File: config.mk
export PLATFORM = sky130hd
export DESIGN_NAME = picosoc_mem_loader
export DESIGN_NICKNAME = d
export VERILOG_FILES = /design/src/rtl/picosoc_loader_pkg.sv /design/src/rtl/picosoc_loader_packer.sv /design/src/rtl/picosoc_mem_loader.sv
export SDC_FILE = /design/constraint.sdc
export NUM_CORES = 1
export LEC_CHECK = 0
export BUFFER_PORTS_ARGS = -buffer_cell sky130_fd_sc_hd__buf_4
export CAP_MARGIN = 30
export CORE_UTILIZATION = 43
export CTS_CLUSTER_SIZE = 25
export DETAILED_ROUTE_END_ITERATION = 10
export MAX_ROUTING_LAYER = met4
export PLACE_DENSITY_LB_ADDON = 0.15
export SLEW_MARGIN = 10
export SYNTH_ARGS = -nofsm -noshare
export SYNTH_HDL_FRONTEND = slang
export SYNTH_HIERARCHICAL = 1
export SYNTH_SLANG_ARGS = --single-unit
File: constraint.sdc
create_clock -name clk -period 3.15 [get_ports clk]
set_clock_uncertainty 0.15 [all_clocks]
set_input_delay 0.1575 -clock clk [delete_from_list [all_inputs] [get_ports clk]]
set_output_delay 0.1575 -clock clk [all_outputs]
set_load 0.1 [all_outputs]
File: src/rtl/picosoc_loader_pkg.sv
// Shared types and constants for the PicoSoC firmware loader.
// The readback states are present only when PICOSOC_MEM_LOADER_VERIFY_EN is defined.
package picosoc_loader_pkg;

  localparam logic [7:0] SYNC_BYTE_DEFAULT = 8'hA5;
  localparam int         LEN_FIELD_W       = 16;
  localparam int         BYTES_PER_WORD    = 4;

  typedef enum logic [2:0] {
    IDLE,
    LEN_LO,
    LEN_HI,
    DATA,
    CSUM
`ifdef PICOSOC_MEM_LOADER_VERIFY_EN
    ,
    VFY_ADDR,
    VFY_CMP
`endif
  } state_t;

endpackage

File: src/rtl/picosoc_loader_packer.sv
// Byte-to-word packer for the firmware loader: tracks the byte lane,
// assembles little-endian 32-bit words and keeps the 8-bit payload sum.
// word/word_valid are combinational so the parent can register the write
// in the same cycle the fourth byte is accepted.
module picosoc_loader_packer
  import picosoc_loader_pkg::*;
(
  input  logic        clk,
  input  logic        resetn,
  input  logic        clear,
  input  logic        in_valid,
  input  logic [7:0]  in_data,
  output logic        word_valid,
  output logic [31:0] word,
  output logic [7:0]  sum
);

  localparam logic [1:0] LAST_LANE = 2'(BYTES_PER_WORD - 1);

  logic [1:0]  lane;
  logic [23:0] lanes_lo;

  // Lane counter, lower three lanes of the word, and running checksum.
  always_ff @(posedge clk or negedge resetn) begin
    if (!resetn) begin
      lane     <= 2'd0;
      lanes_lo <= 24'h0;
      sum      <= 8'h0;
    end else if (clear) begin
      lane <= 2'd0;
      sum  <= 8'h0;
    end else if (in_valid) begin
      lane <= lane + 2'd1;
      sum  <= sum + in_data;
      case (lane)
        2'd0:    lanes_lo[7:0]   <= in_data;
        2'd1:    lanes_lo[15:8]  <= in_data;
        2'd2:    lanes_lo[23:16] <= in_data;
        default: ;
      endcase
    end
  end

  assign word_valid = in_valid & (lane == LAST_LANE);
  assign word       = {in_data, lanes_lo};

endmodule

File: src/rtl/picosoc_mem_loader.sv
// PicoSoC firmware RAM loader: parses SYNC, LEN_LO, LEN_HI, LEN*4 payload
// bytes, CSUM from a byte stream, writes words into RAM and holds the CPU
// in reset until a frame with a good checksum has been loaded.
// Define PICOSOC_MEM_LOADER_VERIFY_EN to read back and compare every word.
//
// state    | meaning
// ---------+----------------------------------------------------------
// IDLE     | waiting for the sync byte, other bytes dropped
// LEN_LO   | expecting low byte of the word count
// LEN_HI   | expecting high byte, range check against WORDS
// DATA     | collecting payload, one RAM write per four bytes
// CSUM     | expecting checksum byte, frame verdict
// VFY_ADDR | write cycle, then one read-address cycle (verify build)
// VFY_CMP  | compare read data with the written word (verify build)
module picosoc_mem_loader
  import picosoc_loader_pkg::*;
#(
  parameter int         WORDS     = 512,
  parameter int         ADDR_W    = 22,
  parameter logic [7:0] SYNC_BYTE = SYNC_BYTE_DEFAULT
) (
  input  logic              clk,
  input  logic              resetn,
  input  logic              rx_valid,
  input  logic [7:0]        rx_data,
  output logic              rx_ready,
  output logic [3:0]        mem_wen,
  output logic [ADDR_W-1:0] mem_addr,
  output logic [31:0]       mem_wdata,
  input  logic [31:0]       mem_rdata,
  output logic              busy,
  output logic              done,
  output logic              err,
  output logic              cpu_resetn
);

  localparam logic [LEN_FIELD_W-1:0] MAX_LEN = LEN_FIELD_W'(WORDS);
  localparam logic [LEN_FIELD_W-1:0] ONE     = LEN_FIELD_W'(1);

  state_t                  state, state_d;
  logic [7:0]              len_lo, len_lo_d;
  logic [LEN_FIELD_W-1:0]  len, len_d;
  logic [LEN_FIELD_W-1:0]  cnt, cnt_d;
  logic [LEN_FIELD_W-1:0]  len_rx;
  logic [3:0]              wen_d;
  logic [ADDR_W-1:0]       addr_d;
  logic [31:0]             wdata_d;
  logic                    busy_d, done_d, err_d, cpu_d;
  logic                    xfer;
  logic                    pk_clear, pk_valid, pk_word_valid;
  logic [31:0]             pk_word;
  logic [7:0]              pk_sum;

`ifdef PICOSOC_MEM_LOADER_VERIFY_EN
  // last_q marks that the word under verify is the final one; a checksum
  // byte arriving during its write cycle is parked in held_byte_q.
  logic       rdy_q, rdy_d;
  logic       last_q, last_d;
  logic       held_q, held_d;
  logic [7:0] held_byte_q, held_byte_d;

  assign rx_ready = rdy_q;
`else
  logic [31:0] unused_rdata;

  assign unused_rdata = mem_rdata;
  assign rx_ready     = 1'b1;
`endif

  assign xfer   = rx_valid & rx_ready;
  assign len_rx = {rx_data, len_lo};

  picosoc_loader_packer u_packer (
    .clk        (clk),
    .resetn     (resetn),
    .clear      (pk_clear),
    .in_valid   (pk_valid),
    .in_data    (rx_data),
    .word_valid (pk_word_valid),
    .word       (pk_word),
    .sum        (pk_sum)
  );

  // Next-state and next-output decode; every change rides on a transfer.
  always_comb begin
    state_d  = state;
    len_lo_d = len_lo;
    len_d    = len;
    cnt_d    = cnt;
    wen_d    = 4'h0;
    addr_d   = mem_addr;
    wdata_d  = mem_wdata;
    busy_d   = busy;
    done_d   = done;
    err_d    = err;
    cpu_d    = cpu_resetn;
    pk_clear = 1'b0;
    pk_valid = 1'b0;
`ifdef PICOSOC_MEM_LOADER_VERIFY_EN
    rdy_d       = rdy_q;
    last_d      = last_q;
    held_d      = held_q;
    held_byte_d = held_byte_q;
`endif
    case (state)
      IDLE: begin
        if (xfer && rx_data == SYNC_BYTE) begin
          busy_d   = 1'b1;
          cpu_d    = 1'b0;
          done_d   = 1'b0;
          err_d    = 1'b0;
          pk_clear = 1'b1;
          state_d  = LEN_LO;
        end
      end
      LEN_LO: begin
        if (xfer) begin
          len_lo_d = rx_data;
          state_d  = LEN_HI;
        end
      end
      LEN_HI: begin
        if (xfer) begin
          len_d = len_rx;
          cnt_d = '0;
          if (len_rx > MAX_LEN) begin
            err_d   = 1'b1;
            busy_d  = 1'b0;
            state_d = IDLE;
          end else if (len_rx == '0) begin
            state_d = CSUM;
          end else begin
            state_d = DATA;
          end
        end
      end
      DATA: begin
        if (xfer) begin
          pk_valid = 1'b1;
          if (pk_word_valid) begin
            wen_d   = 4'hF;
            addr_d  = ADDR_W'(cnt);
            wdata_d = pk_word;
            cnt_d   = cnt + ONE;
`ifdef PICOSOC_MEM_LOADER_VERIFY_EN
            last_d  = (cnt == len - ONE);
            held_d  = 1'b0;
            state_d = VFY_ADDR;
`else
            if (cnt == len - ONE) state_d = CSUM;
`endif
          end
        end
      end
      CSUM: begin
        if (xfer) begin
          busy_d  = 1'b0;
          state_d = IDLE;
          if (rx_data == pk_sum) begin
            done_d = 1'b1;
            cpu_d  = 1'b1;
          end else begin
            err_d = 1'b1;
          end
        end
      end
`ifdef PICOSOC_MEM_LOADER_VERIFY_EN
      VFY_ADDR: begin
        if (mem_wen != 4'h0) begin
          // Write cycle: the port is still open for one more byte.
          rdy_d = 1'b0;
          if (xfer) begin
            if (last_q) begin
              held_d      = 1'b1;
              held_byte_d = rx_data;
            end else begin
              pk_valid = 1'b1;
            end
          end
        end else begin
          state_d = VFY_CMP;
        end
      end
      VFY_CMP: begin
        rdy_d = 1'b1;
        if (mem_rdata != mem_wdata) begin
          err_d   = 1'b1;
          busy_d  = 1'b0;
          state_d = IDLE;
        end else if (!last_q) begin
          state_d = DATA;
        end else if (!held_q) begin
          state_d = CSUM;
        end else begin
          busy_d  = 1'b0;
          state_d = IDLE;
          if (held_byte_q == pk_sum) begin
            done_d = 1'b1;
            cpu_d  = 1'b1;
          end else begin
            err_d = 1'b1;
          end
        end
      end
`endif
      default: state_d = IDLE;
    endcase
  end

  // State register.
  always_ff @(posedge clk or negedge resetn) begin
    if (!resetn) state <= IDLE;
    else         state <= state_d;
  end

  // Registered outputs and frame bookkeeping.
  always_ff @(posedge clk or negedge resetn) begin
    if (!resetn) begin
      len_lo      <= 8'h0;
      len         <= '0;
      cnt         <= '0;
      mem_wen     <= 4'h0;
      mem_addr    <= '0;
      mem_wdata   <= 32'h0;
      busy        <= 1'b0;
      done        <= 1'b0;
      err         <= 1'b0;
      cpu_resetn  <= 1'b1;
`ifdef PICOSOC_MEM_LOADER_VERIFY_EN
      rdy_q       <= 1'b1;
      last_q      <= 1'b0;
      held_q      <= 1'b0;
      held_byte_q <= 8'h0;
`endif
    end else begin
      len_lo      <= len_lo_d;
      len         <= len_d;
      cnt         <= cnt_d;
      mem_wen     <= wen_d;
      mem_addr    <= addr_d;
      mem_wdata   <= wdata_d;
      busy        <= busy_d;
      done        <= done_d;
      err         <= err_d;
      cpu_resetn  <= cpu_d;
`ifdef PICOSOC_MEM_LOADER_VERIFY_EN
      rdy_q       <= rdy_d;
      last_q      <= last_d;
      held_q      <= held_d;
      held_byte_q <= held_byte_d;
`endif
    end
  end

endmodule

Word-level counts from Yosys, hierarchy flattened
Cells that the tools add are included.
{ "totals": {"output_inout_bits": 63, "reg_bits": 133, "word_cells": 101, "input_bits": 43} }
{ "classes": {"n_bitwise": 2, "n_reduce_logical": 19, "eq_ne": 20, "order_cmp": 1, "add_sub_neg": 4, "muxes": 39} }
{ "ops": {"columns": ["op", "n"], "rows": [
  ["two-way mux 16 bit", 3],
  ["one-hot mux 16 bit (2 select lines)", 1],
  ["two-way mux 3 bit", 9],
  ["inequality test 2 bit (second input constant)", 10],
  ["adder 16 x 1 -> 16 bit (second input constant)", 1],
  ["== test 16 bit", 1],
  ["greater-than comparator 16 x 10 -> 1 bit (second input constant)", 1],
  ["logical NOT 16 bit", 1],
  ["two-way mux 8 bit", 2],
  ["subtractor 16 x 1 -> 16 bit (second input constant)", 1],
  ["two-way mux 1 bit", 15],
  ["one-hot mux 3 bit (5 select lines)", 1],
  ["two-way mux 4 bit", 3],
  ["AND reduction 3 bit", 4],
  ["adder 8 bit", 1],
  ["== test 8 bit", 1],
  ["== test 8 bit (second input constant)", 1],
  ["AND reduction 4 bit", 2],
  ["AND reduction 7 bit", 1],
  ["== test 3 x 2 -> 1 bit (second input constant)", 2],
  ["one-hot mux 1 bit (3 select lines)", 2],
  ["AND reduction 6 bit", 1],
  ["nonzero test 2 bit", 3],
  ["AND reduction 5 bit", 1],
  ["14 further kinds", 17]
]} }

Logic depth before layout (Yosys ltp)
Gate-level depths: netlist (run 1).
{ "logic_depth": {"ltp_word": 6, "ltp_mapped": 14, "depth_no_buf": 11} }

Hierarchy
Netlist (run 1), hierarchy kept.
{ "modules_own_cells": {"columns": ["mod", "cells_each", "area_each_um2", "instances", "seq_area_each_um2"], "rows": [
  ["picosoc_mem_loader", 500, 4705.8, 1, 2403.6],
  ["picosoc_loader_packer", 140, 1769.2, 1, 850.8]
]} }

Worst setup path after synthesis (run 1)
Ideal clock, no wire load.
{ "synth_path": {"path_kind": "reg-to-reg", "startpoint": "register state[1]", "endpoint": "register cnt[13]", "setup_time_ns": 0.132, "arrival_ns": 2.569, "required_time_ns": 2.868, "synth_period_minus_slack_ns": 2.851, "setup_slack_ns": 0.299, "n_path_buf": 3, "stages_incl_launch_ff": 15, "path_cell_list": "dfrtp_1 clkbuf_1 inv_2 nor2_2 and3_1 buf_6 buf_2 and2_1 inv_1 a21oi_1 nand4_1 nor2_1 nand3_1 xor2_1 nor2_1"} }
{ "synth_between": {"elab_chain_cells": 5, "word_cells_on_any_way": 10, "cone_classes": "eq/ne (5); mux (2); bitwise (1); reduce/logical (2)"} }
{ "synth_rtl": {"columns": ["element", "line", "rtl"], "rows": [
  ["start, declared", "picosoc_mem_loader.sv:40", "state_t state, state_d;"],
  ["start signal, assigned", "picosoc_mem_loader.sv:213", "else state <= state_d;"],
  ["== test 3 x 2 -> 1 bit", "picosoc_mem_loader.sv:105", "case (state)"],
  ["two-way mux 1 bit", "picosoc_mem_loader.sv:105", null],
  ["via pk_valid", "picosoc_mem_loader.sv:50", "logic pk_clear, pk_valid, pk_word_valid;"],
  ["AND 1 bit", "picosoc_loader_packer.sv:44", "assign word_valid = in_valid & (lane == LAST_LANE);"],
  ["via pk_word_valid", "picosoc_mem_loader.sv:50", null],
  ["inequality test 2 bit (no line)", null, null],
  ["AND reduction 4 bit (no line)", null, null],
  ["end signal, assigned", "picosoc_mem_loader.sv:238", "cnt <= cnt_d;"],
  ["end, declared", "picosoc_mem_loader.sv:43", "logic [LEN_FIELD_W-1:0] cnt, cnt_d;"]
]} }
The timed path passes the listed nets, and every way through them passes these cells.
A chain may end at the register's enable or synchronous reset.

Worst setup path after layout (run 1)
{ "layout_path": {"startpoint": "register state[1]", "endpoint": "register state[1]"} }
{ "layout_between": {"elab_chain_cells": 5, "word_cells_on_any_way": 16, "cone_classes": "eq/ne (11); mux (2); bitwise (1); reduce/logical (2)"} }
{ "layout_rtl": {"columns": ["element", "line"], "rows": [
  ["== test 3 x 2 -> 1 bit", "picosoc_mem_loader.sv:105"],
  ["two-way mux 1 bit", "picosoc_mem_loader.sv:105"],
  ["via pk_valid", "picosoc_mem_loader.sv:50"],
  ["AND 1 bit", "picosoc_loader_packer.sv:44"],
  ["via pk_word_valid", "picosoc_mem_loader.sv:50"],
  ["inequality test 2 bit (no line)", null],
  ["AND reduction 7 bit (no line)", null]
]} }
The timed path passes the listed nets, and every way through them passes these cells.

==> impl_results.md, run 1 <==
* Status: complete, no violations
* CTS tree: built
* Register share of total power at 0.403
* CTS Sinks at 130
* Pint at between 3 and 4 mW
* Die ar. at between 0.015 and 0.02 mm2
* Final nets at 760
* Final WL at approximately 15 mm
* CP startpoint: state[1]
* Clk pwr share at 0.306
* Crit path buffers/inverters at 1
* Switching share of total power at 0.342
* Post-synth cell types at 72
* Antenna viol nets, final at 0
* Initial DRC count at ~300
* Crit path max-delay family: compound AO/OA/AOI/OAI gates
* Seq/Total Area, Yosys at 0.503
* Synth area leader: dfrtp_1
* Total GRT Usage at 0.206
* WL/cell at between 15 and 20 um
* Area Growth Syn to Fin at 18.4%
* Worst Hold Class: input port to flip-flop
* CP startpoint kind: flip-flop
* Worst Reg-to-Reg Cells at 10
* Final instance area at 0.00767 mm2
* Largest cells by area after synthesis: dfrtp_1 (50%), nand2_1 (9.3%), mux2_2 (6.1%), xnor2_1 (4.7%), ha_1 (2.5%)
* Vias in the first global route at ~4800
* R2r startpoint: state[1]
* Tmin final at roughly 2.7 ns
* Crit path depth at 10
* Gate power share at 0.291
* Worst path cell trace: inv_2 > nor2_2 > and3_1 > and2_1 > o21ai_0 > a221oi_1 > o22ai_1 > a2111oi_4 > o21ai_1 > o21a_1
* Worst skew pair latency at approximately 0.42 ns
* # setup viols final at 0
* Psw at approximately 2 mW
* Final worst-path setup slack at between 0.4 and 0.5 ns
* Max Cap Viol at 0
* Reg clk slew, reported paths at about 0.050 ns
* EDFF count, synth at 0
* Worst-path maximum fanout at 9
* Worst Max-Slew Pin Slew at ~0.74 ns
* Clock Path Buffers at 2
* Post-DP Area at between 0.007 and 0.008 mm2
* Avg Vias per Cell at ~5.3
* Slew Viols, Final at 0
* WP data arrival at around 2.9 ns
* Rows at 44
* Initial Util at 0.444
* Initial antenna violation count at 0
* R2r setup slk at 0.43 ns
* DRC at 0
* CP Capture Type: flip-flop
* R2r endpoint: state[1]
* Synth Flop Type: dfrtp_1
* Fin. Hold Viols at 0
* Avg Cell Area, Syn at 10.1 um2
* TNS Setup at 0 ns
* Slowest Stage Delay on Critical Path at between 0.5 and 0.6 ns
* Crit path capture: state[1]
* Mapped Area at ~0.0065 mm2
* Core ar. at about 0.015 mm2
* Seq cells post-synth at 130
* Vias at about 4700
* Die Y at roughly 120 um
* PD cells at just under 800 mW/mm2
* Post-DP HPWL at 9.70 mm
* Synth top area share at 0.499
* IO Port Bufs at 66
* I/O Pins at 106
* Peak VDD IR at roughly 0.40 mV
* RSZ-0062 raised after global routing: no
* Rel. slew slack at 0.506
* Number of diodes at 0
* Post-Synthesis Cells at 640
* Dpl ws at between 0.4 and 0.5 ns
* Global-route wire length before repair at between 20 and 25 mm
* Grt total ovfl at 0
* Layout cells sized above 1 at 0.226
* Required @ worst endpoint at approximately 3.3 ns
* Async S/R FF share, synth at 1.00
* Pin count of the biggest net entering global routing at 76
* Pleak at roughly 3.7 nW
* Peak Freq at 367 MHz
* Crit-path slowest cell: dfrtp_1
* Die Wd at 125 um
* Post-CTS setup buffers at 0
* Number of detailed-route iterations in the first pass at 4
* CTS buffer count at 17
* RePlAce Congestion at 0.826
* PostCTS Resize Cnt at 0
* Fin crit share at 0.865
* Root Driver: clkbuf_16
* Syn. warnings at 6
* Hold Buf Count CTS at 9
* # H-tree levels at 4
* Kind of critical path: flip-flop to flip-flop
## sequential cells by signal (all words and copies together), names as in the netlist
signal and count:
done 1, u_packer/sum 8, u_packer/lanes_lo 24, mem_wen 1, mem_wdata 32, cnt 16
u_packer/lane 2, mem_addr 16, len_lo 8, state 3, busy 1, len 16
cpu_resetn 1, err 1
## cells in the mapped netlist (3+ instances only)
cell type,number
nand2_1,160
dfrtp_1,129
nor2_1,38
mux2_2,35
xnor2_1,35
buf_4,19
clkbuf_1,18
nand3_1,15
nor3_1,14
ha_1,13
a21oi_1,11
mux2_1,11
xor2_1,10
o21ai_0,9
nand4_1,8
nor4_1,8
inv_1,7
mux2i_1,7
o21ai_1,7
and3_1,5
a21o_1,4
buf_6,4
or3_1,4
and3b_1,3
inv_2,3
nand2_2,3
nand3b_1,3
## cells in the final DEF, fill, tap and decap left out, drive strengths merged, types with 14 or more instances in the layout
cell type  netlist  final
nor3            14     14
dfrtp          129    129
xnor2           35     35
o21ai           16     16
mux2            46     46
nand3           15     15
buf             25     76
nand2          164    164
nor2            39     39
clkbuf          21     25
## final cells by class
class / instances / area [um2]
Clock buffer: 25 / 495
Clock inverter: 7 / 50.0
Fill cell: 1305 / 6920
Inverter: 10 / 37.5
Multi-Input combinational cell: 459 / 2920
Sequential cell: 130 / 3250
Tap cell: 184 / 230
Timing Repair Buffer: 85 / 686
## kinds of logic after synthesis
family	after synthesis	synth area share
mux	53	0.0908
buf+inv	56	0.0508
other cells	2	0.00116
flops	130	0.503
xor+xnor	45	0.0609
compound gates	56	0.0622
simple gates	284	0.203
fa+ha+maj	14	0.0282
## stage by stage
step	hold slack, ns	power (mW)	utilization	cells
after floorplan	-0.288	3.75	-	645
after global placement	0.101	4.04	0.482	859
after detailed placement	0.116	4.12	0.482	859
after CTS	0.128	5.97	0.526	900
after global routing	0.163	6.28	0.526	900
final	0.142	5.94	0.526	900
## worst min-delay path by stage
stage / start / to / cells after the start
detailed placement: resetn / mem_addr[13] / 1
global route: rx_valid / busy / 4
floorplan: resetn / busy / 0
CTS: rx_valid / len[1] / 4
finish: rx_valid / busy / 4
global placement: resetn / mem_addr[12] / 1
## power groups by stage
| stage | registers [mW] | clock network [mW] | logic (mW) |
|---|---|---|---|
| after global routing | 2.45 | 1.93 | 1.90 |
| after CTS | 2.39 | 1.85 | 1.73 |
| after floorplan | 2.40 | 0 | 1.35 |
| final | 2.39 | 1.82 | 1.73 |
| after global placement | 2.39 | 0 | 1.65 |
| after detailed placement | 2.42 | 0 | 1.70 |
## tightest hold or removal path, cell delays in order
cell     delay (ns)
buf_4          0.14
nand4_1        0.10
or4_1          0.21
nand2_1        0.07
## layer usage
| metal | up-vias | share of wire | global-route usage |
|---|---|---|---|
| li1 | 2270 | - | - |
| met1 | 2361 | 0.46 | 0.251 |
| met2 | 86 | 0.49 | 0.331 |
| met3 | 27 | 0.029 | 0.0412 |
| met4 | 0 | 0.020 | 0.0872 |
| met5 | - | 0 | - |
Note: power is estimated with default switching activity, not from simulation.
==> inputs of run 2 (changes only) <==
- GPL_TIMING_DRIVEN: unset -> 0
==> run 2 against run 1 <==
Register-to-register slack worse by 0.12 ns. Sequential share of layout area shrank 1.6 points. Global-route usage grew 0.60 points. Sequential cell count stayed put. Utilization grew 2.0 points. Combinational power rose by 6%. Die area did not move. Count of clock-buffer cells in the layout fell by 4. First-iteration DRC count rose by 9.9%. Setup slack worse by 0.12 ns. Maximum frequency decreased by 4.2%. Clock power increased by 9%. Critical path type unchanged.
==> impl_results.md, run 2 (same netlist as run 1, synthesis figures left out) <==
* Status: complete, no violations
* DRC at 0
* Vias in the first global route at 4817
* Initial Util at 0.444
* Fin crit share at 0.902
* Required @ worst endpoint at ~3.3 ns
* Global-route wire length before repair at ~25 mm
* Kind of critical path: flip-flop to flip-flop
* DP Cell Count at 896
* I/O Pins at between 100 and 150
* # H-tree levels at 4
* Most common cell after layout, fill and taps aside: nand2_1
* Worst Hold Class: input port to async pin
* Antenna viol nets, final at 0
* Core ar. at approximately 0.015 mm2
* Die ar. at 0.0156 mm2
* Number of diodes at 0
* Max Cap Viol at 0
* RSZ-0062 raised after global routing: no
* RePlAce Congestion at between 0.8 and 0.9
* WL/cell at between 15 and 20 um
* Vias at 4880
* CTS buffer count at 17
* CTS tree: built
* Rows at 44
* Final instance area at between 0.007 and 0.008 mm2
* Post-DP Area at between 0.007 and 0.008 mm2
* Total GRT Usage at 0.212
* Peak Freq at 352 MHz
* TNS Setup at 0 ns
* Grt total ovfl at 0
* Worst Max-Slew Pin Slew at a little over 0.7 ns
* Initial antenna violation count at 0
* CP Capture Type: flip-flop
* Largest Register: mem_wdata
* # setup viols final at 0
* Dpl ws at -0.379 ns
* Worst Hold Margin at 0.0787 ns
* Slew Viols, Final at 0
* Pwr Total at 6.17 mW
* Rel. slew slack at 0.523
* Number of detailed-route iterations in the first pass at 5
* Post-DP HPWL at between 10 and 15 mm
* Final WL at roughly 15 mm
* Pin count of the biggest net entering global routing at about 90
* Final Util at 0.546
* Fin. Hold Viols at 0
* Pleak at 3.90 nW
* Final nets at 797
* Most frequent cells in the layout: nand2_1 (160), dfrtp_1 (128), buf_4 (86)
* Clock Path Buffers at 2
* Initial DRC count at ~330
* Die Y at between 100 and 150 um
* Die Wd at between 100 and 150 um
* Peak VDD IR at around 0.52 mV
* CTS Sinks at 130
* Tmin final at 2.84 ns
* IO Port Bufs at 66
* Non-filler cells, final at roughly 940
* Layout cells sized above 1 at 0.251
* Worst-path maximum fanout at 19
* Area Growth Syn to Fin at 23.0%
* CP startpoint kind: flip-flop
* Worst skew pair latency at around 0.41 ns
* Root Driver: clkbuf_16
* Top Registers: mem_wdata (32), u_packer/lanes_lo (24)
* Max FFs per register at 32
* WP data arrival at roughly 3.0 ns
* Reg clk slew, reported paths at 0.06 ns
* Avg Vias per Cell at roughly 5.2
* Final worst-path setup slack at just over 0.3 ns
* PD cells at between 700 and 800 mW/mm2
## run 2: power by group
group	internal [mW]	leakage (nW)	switching (mW)
clock network	1.23	0.286	0.745
registers	2.03	1.72	0.335
logic	0.829	1.90	0.998
total	4.09	3.90	2.08
## run 2: repair_timing
action / in CTS / in global routing
hold buffers: 9 / 0
gates resized for setup: 5 / 3
pin swaps: 0 / 1
endpoints found under the hold margin: 158 / 0
setup buffers: 0 / 2
endpoints found under the setup margin: 24 / 20
## run 2: worst paths after layout
path | slack, ns | startpoint | depth (start not counted) | to
setup / recovery | 0.31 | state[1] | 12 | cnt[10]
hold / removal | 0.08 | resetn | 2 | mem_addr[10]
setup reg to reg | 0.31 | state[1] | 12 | cnt[10]
hold reg to reg | 0.31 | u_packer/lanes_lo[2] | 2 | mem_wdata[2]
max in group asynchronous | 2.00 | resetn | 3 | u_packer/sum[0]
min in group clk | 0.10 | rx_valid | 4 | cnt[0]
## run 2: worst max-delay path, stage by stage (launching register included)
cell	delay (ns)
dfrtp_2	0.46
inv_2	0.07
nor2_2	0.17
and3_1	0.26
buf_6	0.22
and2_1	0.18
inv_1	0.06
a21oi_2	0.27
nand3_1	0.23
nor2_1	0.28
and2_1	0.19
xnor2_1	0.11
nor2_1	0.05
## run 2: routing by layer
metal / vias to the layer above / routed length (um) / GRT usage
met3: 29 / 833 / 0.0537
met5: - / 0 / -
met4: 0 / 384 / 0.0773
met1: 2374 / 6600 / 0.254
li1: 2347 / - / -
met2: 130 / 7370 / 0.344
## run 2: layout make-up
class	instances	area (um2)
buffer	44	285
clock buffer	21	470
clock inverter	11	128
fill	1283	6620
inverter	10	37.5
multi-input combinational	459	2930
sequential	130	3260
tap	184	230
timing repair buffer	78	632
